[config.mk]
export PLATFORM = sky130hd
export DESIGN_NAME = fetch_ctrl
export DESIGN_NICKNAME = d
export VERILOG_FILES = /design/src/rtl/fetch_ctrl_pkg.sv /design/src/rtl/fetch_wait_timer.sv /design/src/rtl/fetch_ctrl.sv
export SDC_FILE = /design/constraint.sdc
export NUM_CORES = 1
export LEC_CHECK = 0
export CAP_MARGIN = 5
export CORE_UTILIZATION = 42
export CTS_BUF_LIST = sky130_fd_sc_hd__clkbuf_4 sky130_fd_sc_hd__clkbuf_8
export CTS_CLUSTER_SIZE = 24
export DETAILED_ROUTE_END_ITERATION = 7
export PLACE_DENSITY = 0.76
export SETUP_SLACK_MARGIN = 0.1
export SLEW_MARGIN = 20
export SYNTH_ARGS = -nofsm -noshare
export SYNTH_HDL_FRONTEND = slang
export SYNTH_SLANG_ARGS = --single-unit
export TNS_END_PERCENT = 100
[constraint.sdc]
create_clock -name clk_i -period 1.93 [get_ports clk_i]
set_clock_uncertainty 0.1 [all_clocks]
set_input_delay 0.193 -clock clk_i [delete_from_list [all_inputs] [get_ports clk_i]]
set_output_delay 0.193 -clock clk_i [all_outputs]
set_load 0.01 [all_outputs]
[src/rtl/fetch_ctrl_pkg.sv]
// rtl/fetch_ctrl_pkg.sv - shared fetch widths, reset constants and FSM encoding
package fetch_ctrl_pkg;

    localparam int ADDR_W = 16;
    localparam int INST_W = 16;

    localparam logic [ADDR_W-1:0] DEF_RESET_PC = 16'h0000;
    localparam logic [INST_W-1:0] DEF_NOP_INST = 16'h0020;

    localparam logic [1:0] ST_IDLE     = 2'd0;
    localparam logic [1:0] ST_FETCH    = 2'd1;
    localparam logic [1:0] ST_HOLD     = 2'd2;
    localparam logic [1:0] ST_REDIRECT = 2'd3;

    function automatic logic [ADDR_W-1:0] next_pc(input logic [ADDR_W-1:0] pc);
        return pc + 16'd1;
    endfunction

endpackage

[src/rtl/fetch_wait_timer.sv]
// rtl/fetch_wait_timer.sv - counts unanswered imem request cycles, raises sticky timeout
module fetch_wait_timer #(
    parameter logic [3:0] MAX_WAIT = 4'd15
) (
    input  logic i_clk,
    input  logic i_rst_n,
    input  logic i_wait,
    output logic o_err
);

    logic [3:0] r_cnt;
    logic       r_err;

    // Any cycle that is not a pending-request wait clears the count.
    always_ff @(posedge i_clk or negedge i_rst_n) begin
        if (!i_rst_n) begin
            r_cnt <= 4'd0;
            r_err <= 1'b0;
        end else if (!i_wait) begin
            r_cnt <= 4'd0;
        end else if (r_cnt == MAX_WAIT - 4'd1) begin
            r_cnt <= 4'd0;
            r_err <= 1'b1;
        end else if (r_cnt != 4'hF) begin
            r_cnt <= r_cnt + 4'd1;
        end
    end

    assign o_err = r_err;

endmodule

[src/rtl/fetch_ctrl.sv]
// rtl/fetch_ctrl.sv - instruction fetch FSM with stall hold, jump/branch redirect and flush
module fetch_ctrl
    import fetch_ctrl_pkg::*;
#(
    parameter logic [ADDR_W-1:0] RESET_PC = DEF_RESET_PC,
    parameter logic [INST_W-1:0] NOP_INST = DEF_NOP_INST,
    parameter logic [3:0]        MAX_WAIT = 4'd15
) (
    input  logic              clk_i,
    input  logic              rst_n_i,
    output logic              imem_req_o,
    output logic [ADDR_W-1:0] imem_addr_o,
    input  logic              imem_ack_i,
    input  logic [INST_W-1:0] imem_data_i,
    input  logic              stall_i,
    input  logic              jump_i,
    input  logic              branch_i,
    input  logic [ADDR_W-1:0] target_i,
    output logic [INST_W-1:0] inst_o,
    output logic              inst_valid_o,
    output logic [ADDR_W-1:0] pc_o,
    output logic              flush_o,
    output logic              fetch_err_o
);

    logic [1:0]        r_state;
    logic [ADDR_W-1:0] r_pc;
    logic [INST_W-1:0] r_inst;
    logic [ADDR_W-1:0] r_pc_out;
    logic              r_valid;
    logic              r_flush;

    logic w_redirect;
    logic w_wait;

    assign w_redirect = (jump_i | branch_i) &&
                        (r_state == ST_FETCH || r_state == ST_HOLD);
    assign w_wait     = (r_state == ST_FETCH) && !imem_ack_i && !w_redirect;

    assign imem_req_o  = (r_state == ST_FETCH);
    assign imem_addr_o = r_pc;

    always_ff @(posedge clk_i or negedge rst_n_i) begin
        if (!rst_n_i) begin
            r_state  <= ST_IDLE;
            r_pc     <= RESET_PC;
            r_inst   <= NOP_INST;
            r_pc_out <= 16'h0000;
            r_valid  <= 1'b0;
            r_flush  <= 1'b0;
        end else begin
            r_flush <= 1'b0;
            // Redirect outranks ack and stall; a coincident fetched word is dropped.
            if (w_redirect) begin
                r_pc    <= target_i;
                r_inst  <= NOP_INST;
                r_valid <= 1'b0;
                r_flush <= 1'b1;
                r_state <= ST_REDIRECT;
            end else begin
                case (r_state)
                    ST_IDLE: r_state <= ST_FETCH;
                    ST_FETCH: begin
                        if (imem_ack_i) begin
                            r_inst   <= imem_data_i;
                            r_pc_out <= r_pc;
                            r_valid  <= 1'b1;
                            r_pc     <= next_pc(r_pc);
                            r_state  <= stall_i ? ST_HOLD : ST_FETCH;
                        end
                    end
                    ST_HOLD: begin
                        if (!stall_i) begin
                            r_state <= ST_FETCH;
                        end
                    end
                    ST_REDIRECT: r_state <= ST_FETCH;
                    default:     r_state <= ST_IDLE;
                endcase
            end
        end
    end

    fetch_wait_timer #(
        .MAX_WAIT (MAX_WAIT)
    ) u_wait_timer (
        .i_clk   (clk_i),
        .i_rst_n (rst_n_i),
        .i_wait  (w_wait),
        .o_err   (fetch_err_o)
    );

    assign inst_o       = r_inst;
    assign inst_valid_o = r_valid;
    assign pc_o         = r_pc_out;
    assign flush_o      = r_flush;

endmodule

Yosys cells after proc, flatten, opt, wreduce, memory -nomap -nowiden
Index checks and enable logic that the tools add are counted.
Widths: inputs -> output; s select.
{"block": "op_classes", "add_sub_neg": 2, "eq_ne": 8, "muxes": 18, "bitwise": 2, "reduce_logical": 14}
{"cell": "$mux 16", "count": 6}
{"cell": "$add 16x1->16 const B", "count": 1}
{"cell": "$mux 4", "count": 3}
{"cell": "$mux 2", "count": 4}
{"cell": "$ne 3x3->1 const B", "count": 2}
{"cell": "$pmux 2 s3", "count": 1}
{"cell": "$reduce_and 2->1", "count": 3}
{"cell": "$add 4x1->4 const B", "count": 1}
{"cell": "$eq 2x2->1 const B", "count": 2}
{"cell": "$eq 4x4->1 const B", "count": 1}
{"cell": "$mux 1", "count": 4}
{"cell": "$ne 4x4->1 const B", "count": 1}
{"cell": "$reduce_bool 2->1", "count": 2}
{"cell": "$logic_and 1x1->1", "count": 3}
{"cell": "$ne 3x1->1 const B", "count": 1}
{"cell": "$reduce_and 3->1", "count": 1}
{"cell": "$eq 2x1->1 const B", "count": 1}
{"cell": "$logic_not 1->1", "count": 2}
{"cell": "$logic_not 2->1", "count": 1}
{"cell": "$reduce_or 2->1", "count": 1}
{"cell": "$logic_or 1x1->1", "count": 1}
{"cell": "$not 1->1", "count": 1}
{"cell": "$or 1x1->1", "count": 1}
{"block": "totals", "regBits": 57, "inputBits": 38, "output_inout_bits": 52}

Longest topological paths before layout
{"block": "logic_depth", "ltp_word": 6, "ltp_mapped": 8, "depth_no_buf": 7}

Cells and area by module
A second synthesis with hierarchy kept.
{"block": "unflattened", "cells_unflattened": 249, "hier_area_um2": 2580.0}
{"module": "fetch_ctrl", "instances": 1, "cells_per_inst": 228, "area_per_inst_um2": 2351.0}
{"module": "fetch_wait_timer", "instances": 1, "cells_per_inst": 21, "area_per_inst_um2": 229.0}

Least setup slack after synthesis
Ideal clock, no wire load.
{"block": "synth_path", "kind": "flip-flop to flip-flop", "start": "register r_state[1]", "end": "register r_pc_out[10], in the netlist pc_o[10]", "setup_time_ns": 0.125, "t_arrival_ns": 1.839, "setup_slack_ns": -0.134, "path_stages_with_launch": 8, "path_buffers": 2, "period_less_slack_ns": 2.064, "path_cell_list": "dfrtp_1 -> inv_1 -> ha_1 -> buf_2 -> nand2_2 -> nor3_2 -> buf_4 -> mux2_2"}
{"block": "synth_between", "elab_chain_len": 5, "word_cells_on_any_way": 6}
{"element": "from (decl)", "line_no": "fetch_ctrl.sv:26", "text": "logic [1:0] r_state;"}
{"element": "from (signal assigned)", "line_no": "fetch_ctrl.sv:69", "text": "r_state <= stall_i ? ST_HOLD : ST_FETCH;"}
{"element": "$eq 2x1->1 *"}
{"element": "via imem_req_o", "line_no": "fetch_ctrl.sv:11", "text": "output logic imem_req_o,"}
{"element": "$logic_or 1x1->1", "line_no": "fetch_ctrl.sv:37", "text": "(r_state == ST_FETCH || r_state == ST_HOLD);"}
{"element": "$logic_and 1x1->1", "line_no": "fetch_ctrl.sv:36", "text": "assign w_redirect = (jump_i | branch_i) &&"}
{"element": "$not 1->1 (no source line)"}
{"element": "$reduce_and 3->1 (no source line) *"}
{"element": "to (signal assigned)", "line_no": "fetch_ctrl.sv:66", "text": "r_pc_out <= r_pc;"}
{"element": "to (decl)", "line_no": "fetch_ctrl.sv:29", "text": "logic [ADDR_W-1:0] r_pc_out;"}
Mark *: on every way through the listed nets, which the timed path passes. The rest lies on a longest branch.
A chain may end at the register's enable or synchronous reset.

Worst setup path after layout
{"block": "layout_path", "start": "register r_state[1]", "end": "register r_pc[14], in the netlist imem_addr_o[14]"}
{"block": "layout_between", "elab_chain_len": 5, "word_cells_on_any_way": 8}
{"element": "$eq 2x1->1 or $eq 2x2->1 (tied branches)", "line_no": "fetch_ctrl.sv:37, fetch_ctrl.sv:61"}
{"element": "$logic_or 1x1->1", "line_no": "fetch_ctrl.sv:37"}
{"element": "$logic_and 1x1->1", "line_no": "fetch_ctrl.sv:36"}
{"element": "$reduce_bool 2->1 (no source line)"}
{"element": "$reduce_and 2->1 (no source line)"}
{"element": "to (signal assigned)", "line_no": "fetch_ctrl.sv:55", "text": "r_pc <= target_i;"}
{"element": "to (signal assigned)", "line_no": "fetch_ctrl.sv:68", "text": "r_pc <= next_pc(r_pc);"}
{"element": "to (decl)", "line_no": "fetch_ctrl.sv:27", "text": "logic [ADDR_W-1:0] r_pc;"}
Parallel ways exist; a longest one is shown, timed or not.

==> results.toml <==
[outcome]
outcome = "complete, no violations"

[global_route]
grt_max_degree = 58
grt_pass1_vias = 2281
grt_overflow = 0
grt_first_pass_wirelength_um = 10730
gr-usage-all-layers_pct = 22.49
antenna_found_initial = 0

[hold_path]
hp-class = "in2async"

[sta]
fin_tns_setup_ns = 0
hold_viol = 0
drv_slew = 0
max_slew_margin_pct = 76.79
setup_violations = 0
timing.fmax_mhz = 552.6
rsz0062_at_grt = "true"
worst_pin_slew_ns = 0.3450
fin_ws_ns = 0.1204
fin_crit_ns = 1.810
timing.final.crit_share_pct = 93.76

[synthesis]
synth.top_cell.area_share_pct = 54.37
synthesis.area_mm2 = 0.002577
synth_cell_type_count = 35
syn_avg_cell_area_um2 = 10.19
synth_edf_count = 0
ys_ff_latch = 57
netlist_instances = 253
dominantRegCellSynth = "dfrtp_1"
postSynth.asyncResetShare_pct = 100.0
ys_seq_area_share_pct = 55.39
ys_top_cells_by_area = "dfrtp_1 (54%), nand2_1 (8.3%), mux2_2 (7.0%), xnor2_1 (3.4%), o21ai_0 (3.3%)"
synth_fp_nets = 294
yosysMostFrequentCell = "nand2_1"
synth_commonest_cells = "nand2_1 (57), dfrtp_1 (56), o21ai_0 (17), a21oi_1 (16), mux2_2 (16)"
synth_area_leader_cell = "dfrtp_1"
ys.warnings.count = 0

[setup_path]
crit_slowest_cell = "dfrtp_1"
r2r-end = "imem_addr_o[14]"
cp.required_ns = 2.05
slowest_delay_ns = 0.40
crit_start = "r_state[1]"
critPathLaunchType = "register"
crit_path_cell_trace = "inv_2 -> ha_4 -> buf_4 -> nand4_1 -> nor4_4 -> mux2i_1 -> a211o_1"
path_depth = 7
path_delay_family = "flip-flops"
crit_fanout = 6
r2r_cells = 7
r2r_slack_ns = 0.12
crit_path_end = "imem_addr_o[14]"
path_buf_inv = 2
crit_type = "reg2reg"
worstReg2RegStart = "r_state[1]"
cp-end-kind = "register"
arrival_ns = 1.93

[power_and_ir_drop]
p_sw_mw = 2.250
p_int_mw = 4.047
clkPwrFrac_pct = 18.9
power.leakage_nw = 1.652
power.sequential.fraction_pct = 34.5
pwr-share-comb_pct = 46.6
ir_drop_mv = 0.9084
power_mw = 6.297
cellPowerDensity_mw_per_mm2 = 1581
switching_share_pct = 35.73

[clocking]
clk_pin_slew_ns = 0.06
clk_root_buffer_cell = "clkbuf_8"
numCtsBuffers = 9
clockBufferDepth = 2
cts.sinks = 57
htreeDepth = 3
cts_tree = "built"
clkLatencyLatePin_ns = 0.34

[cells_and_area]
synthToLayoutAreaGrowth_pct = 54.51
num-fill-cells = 460
diodes = 0
final_nets = 403
final_area_mm2 = 0.003983
drive_above_1_share_pct = 18.53

[placement]
portBuffers = 89
place_hpwl_um = 4571
place_area_mm2 = 0.003697
dp_slack_ns = -0.03741
gp_congestion = 0.7896

[floorplan]
ios = 90
rows = 28
core_mm2 = 0.005921
initial_utilization_pct = 43.53
die_height_um = 80.34
fp.dieW_um = 80.34
die_area_mm2 = 0.006454

[detailed_routing]
totalWireLength_um = 6438
first_pass_iters = 4
drt_iter0_drc = 118
via_count = 2249
vias_per_cell = 5.088
wire_per_inst_um = 14.57
drc = 0
postRouteAntennaNets = 0

[run]
cap_violations = 0
-- per-stage QoR --
step | utilization [%] | hold slack, ns | std cells
after CTS | 66.38 | 0.2871 | 440
after global routing | 67.27 | 0.3009 | 442
final | 67.27 | 0.2754 | 442
after global placement | 62.45 | 0.1162 | 423
after floorplan | - | -0.2026 | 253
after detailed placement | 62.45 | 0.1200 | 423
-- cell families after synthesis --
family                   after synthesis  share of synthesized area [%]
AO/OA/AOI/OAI                         40                          8.544
multiplexers                          18                          7.767
XOR/XNOR                              14                          4.757
flip-flops                            57                          55.39
buffers and inverters                 19                          3.058
adder cells (fa/ha/maj)                3                          1.456
AND/OR/NAND/NOR                      102                          19.03
-- sequential cells by signal, summed over array words and instances (netlist names) --
signal	count
imem_addr_o	16
inst_o	16
pc_o	16
u_wait_timer.r_cnt	4
r_state	2
flush_o	1
inst_valid_o	1
u_wait_timer.o_err	1
-- metal layers --
layer  global-route usage, %  part of all wire [%]  up-vias
met5                       0                     0        -
met4                   12.68                   2.1        0
met3                   8.182                   8.2       13
met2                   32.82                    47       81
met1                   28.70                    43     1070
li1                        -                     -     1085
-- what timing repair did --
item	4_1_cts	5_1_grt
buffers inserted	0	2
endpoints found under the hold margin	56	0
gates cloned	0	0
gates resized for setup	4	8
pin swaps	1	3
endpoints found under the setup margin	3	26
hold buffers	1	0
-- final cells by class --
cell class	instances	area, um^2	share of cell area (%)
Multi-Input combinational cell	177	1140	28.62
Inverter	7	26.28	0.6598
Tap cell	75	93.84	2.356
Sequential cell	57	1430	35.91
Timing Repair Buffer	110	1077	27.05
Clock inverter	2	35.03	0.8797
Clock buffer	14	180.2	4.524
-- power groups by stage --
stage          logic (mW)  clock network [mW]  registers (mW)
5_1_grt              3.20                1.26            2.25
3_3_place_gp         2.84                   0            2.16
4_1_cts              2.93                1.21            2.17
2_1_floorplan        1.13                   0            2.36
6_report             2.93                1.19            2.17
3_5_place_dp         2.90                   0            2.18
-- cell usage in the layout, fill, tap and decap left out, types with 2 or more instances in the layout --
cell	n
inv_2	2
clkbuf_8	12
dfrtp_1	54
inv_1	5
mux2i_1	2
nand4_1	6
nand2_1	57
nor4_2	3
a21oi_1	16
nor3_1	3
buf_4	16
dfrtp_2	2
nand3b_1	2
clkbuf_4	2
clkdlybuf4s50_1	87
o21ai_0	17
and2_1	2
xor2_1	4
nand3_1	9
mux2_2	16
buf_12	2
nor2_1	12
nor4_4	2
xnor2_1	10
buf_6	2
-- tightest hold or removal path, stage by stage --
cell and delay, ns:
dlygate4sd3_1 0.52, buf_2 0.12, buf_12 0.28
-- worst min-delay path by stage --
stage                              start           end  slack, ns  depth (start not counted)
final                            rst_n_i      pc_o[11]       0.28                          3
after global routing      imem_data_i[8]     inst_o[8]       0.30                          3
after CTS                        rst_n_i  inst_valid_o       0.29                          3
after detailed placement         rst_n_i  inst_valid_o       0.12                          2
after global placement           rst_n_i       flush_o       0.12                          2
after floorplan                  rst_n_i       flush_o      -0.20                          0
Power figures use the tool's default switching activity.
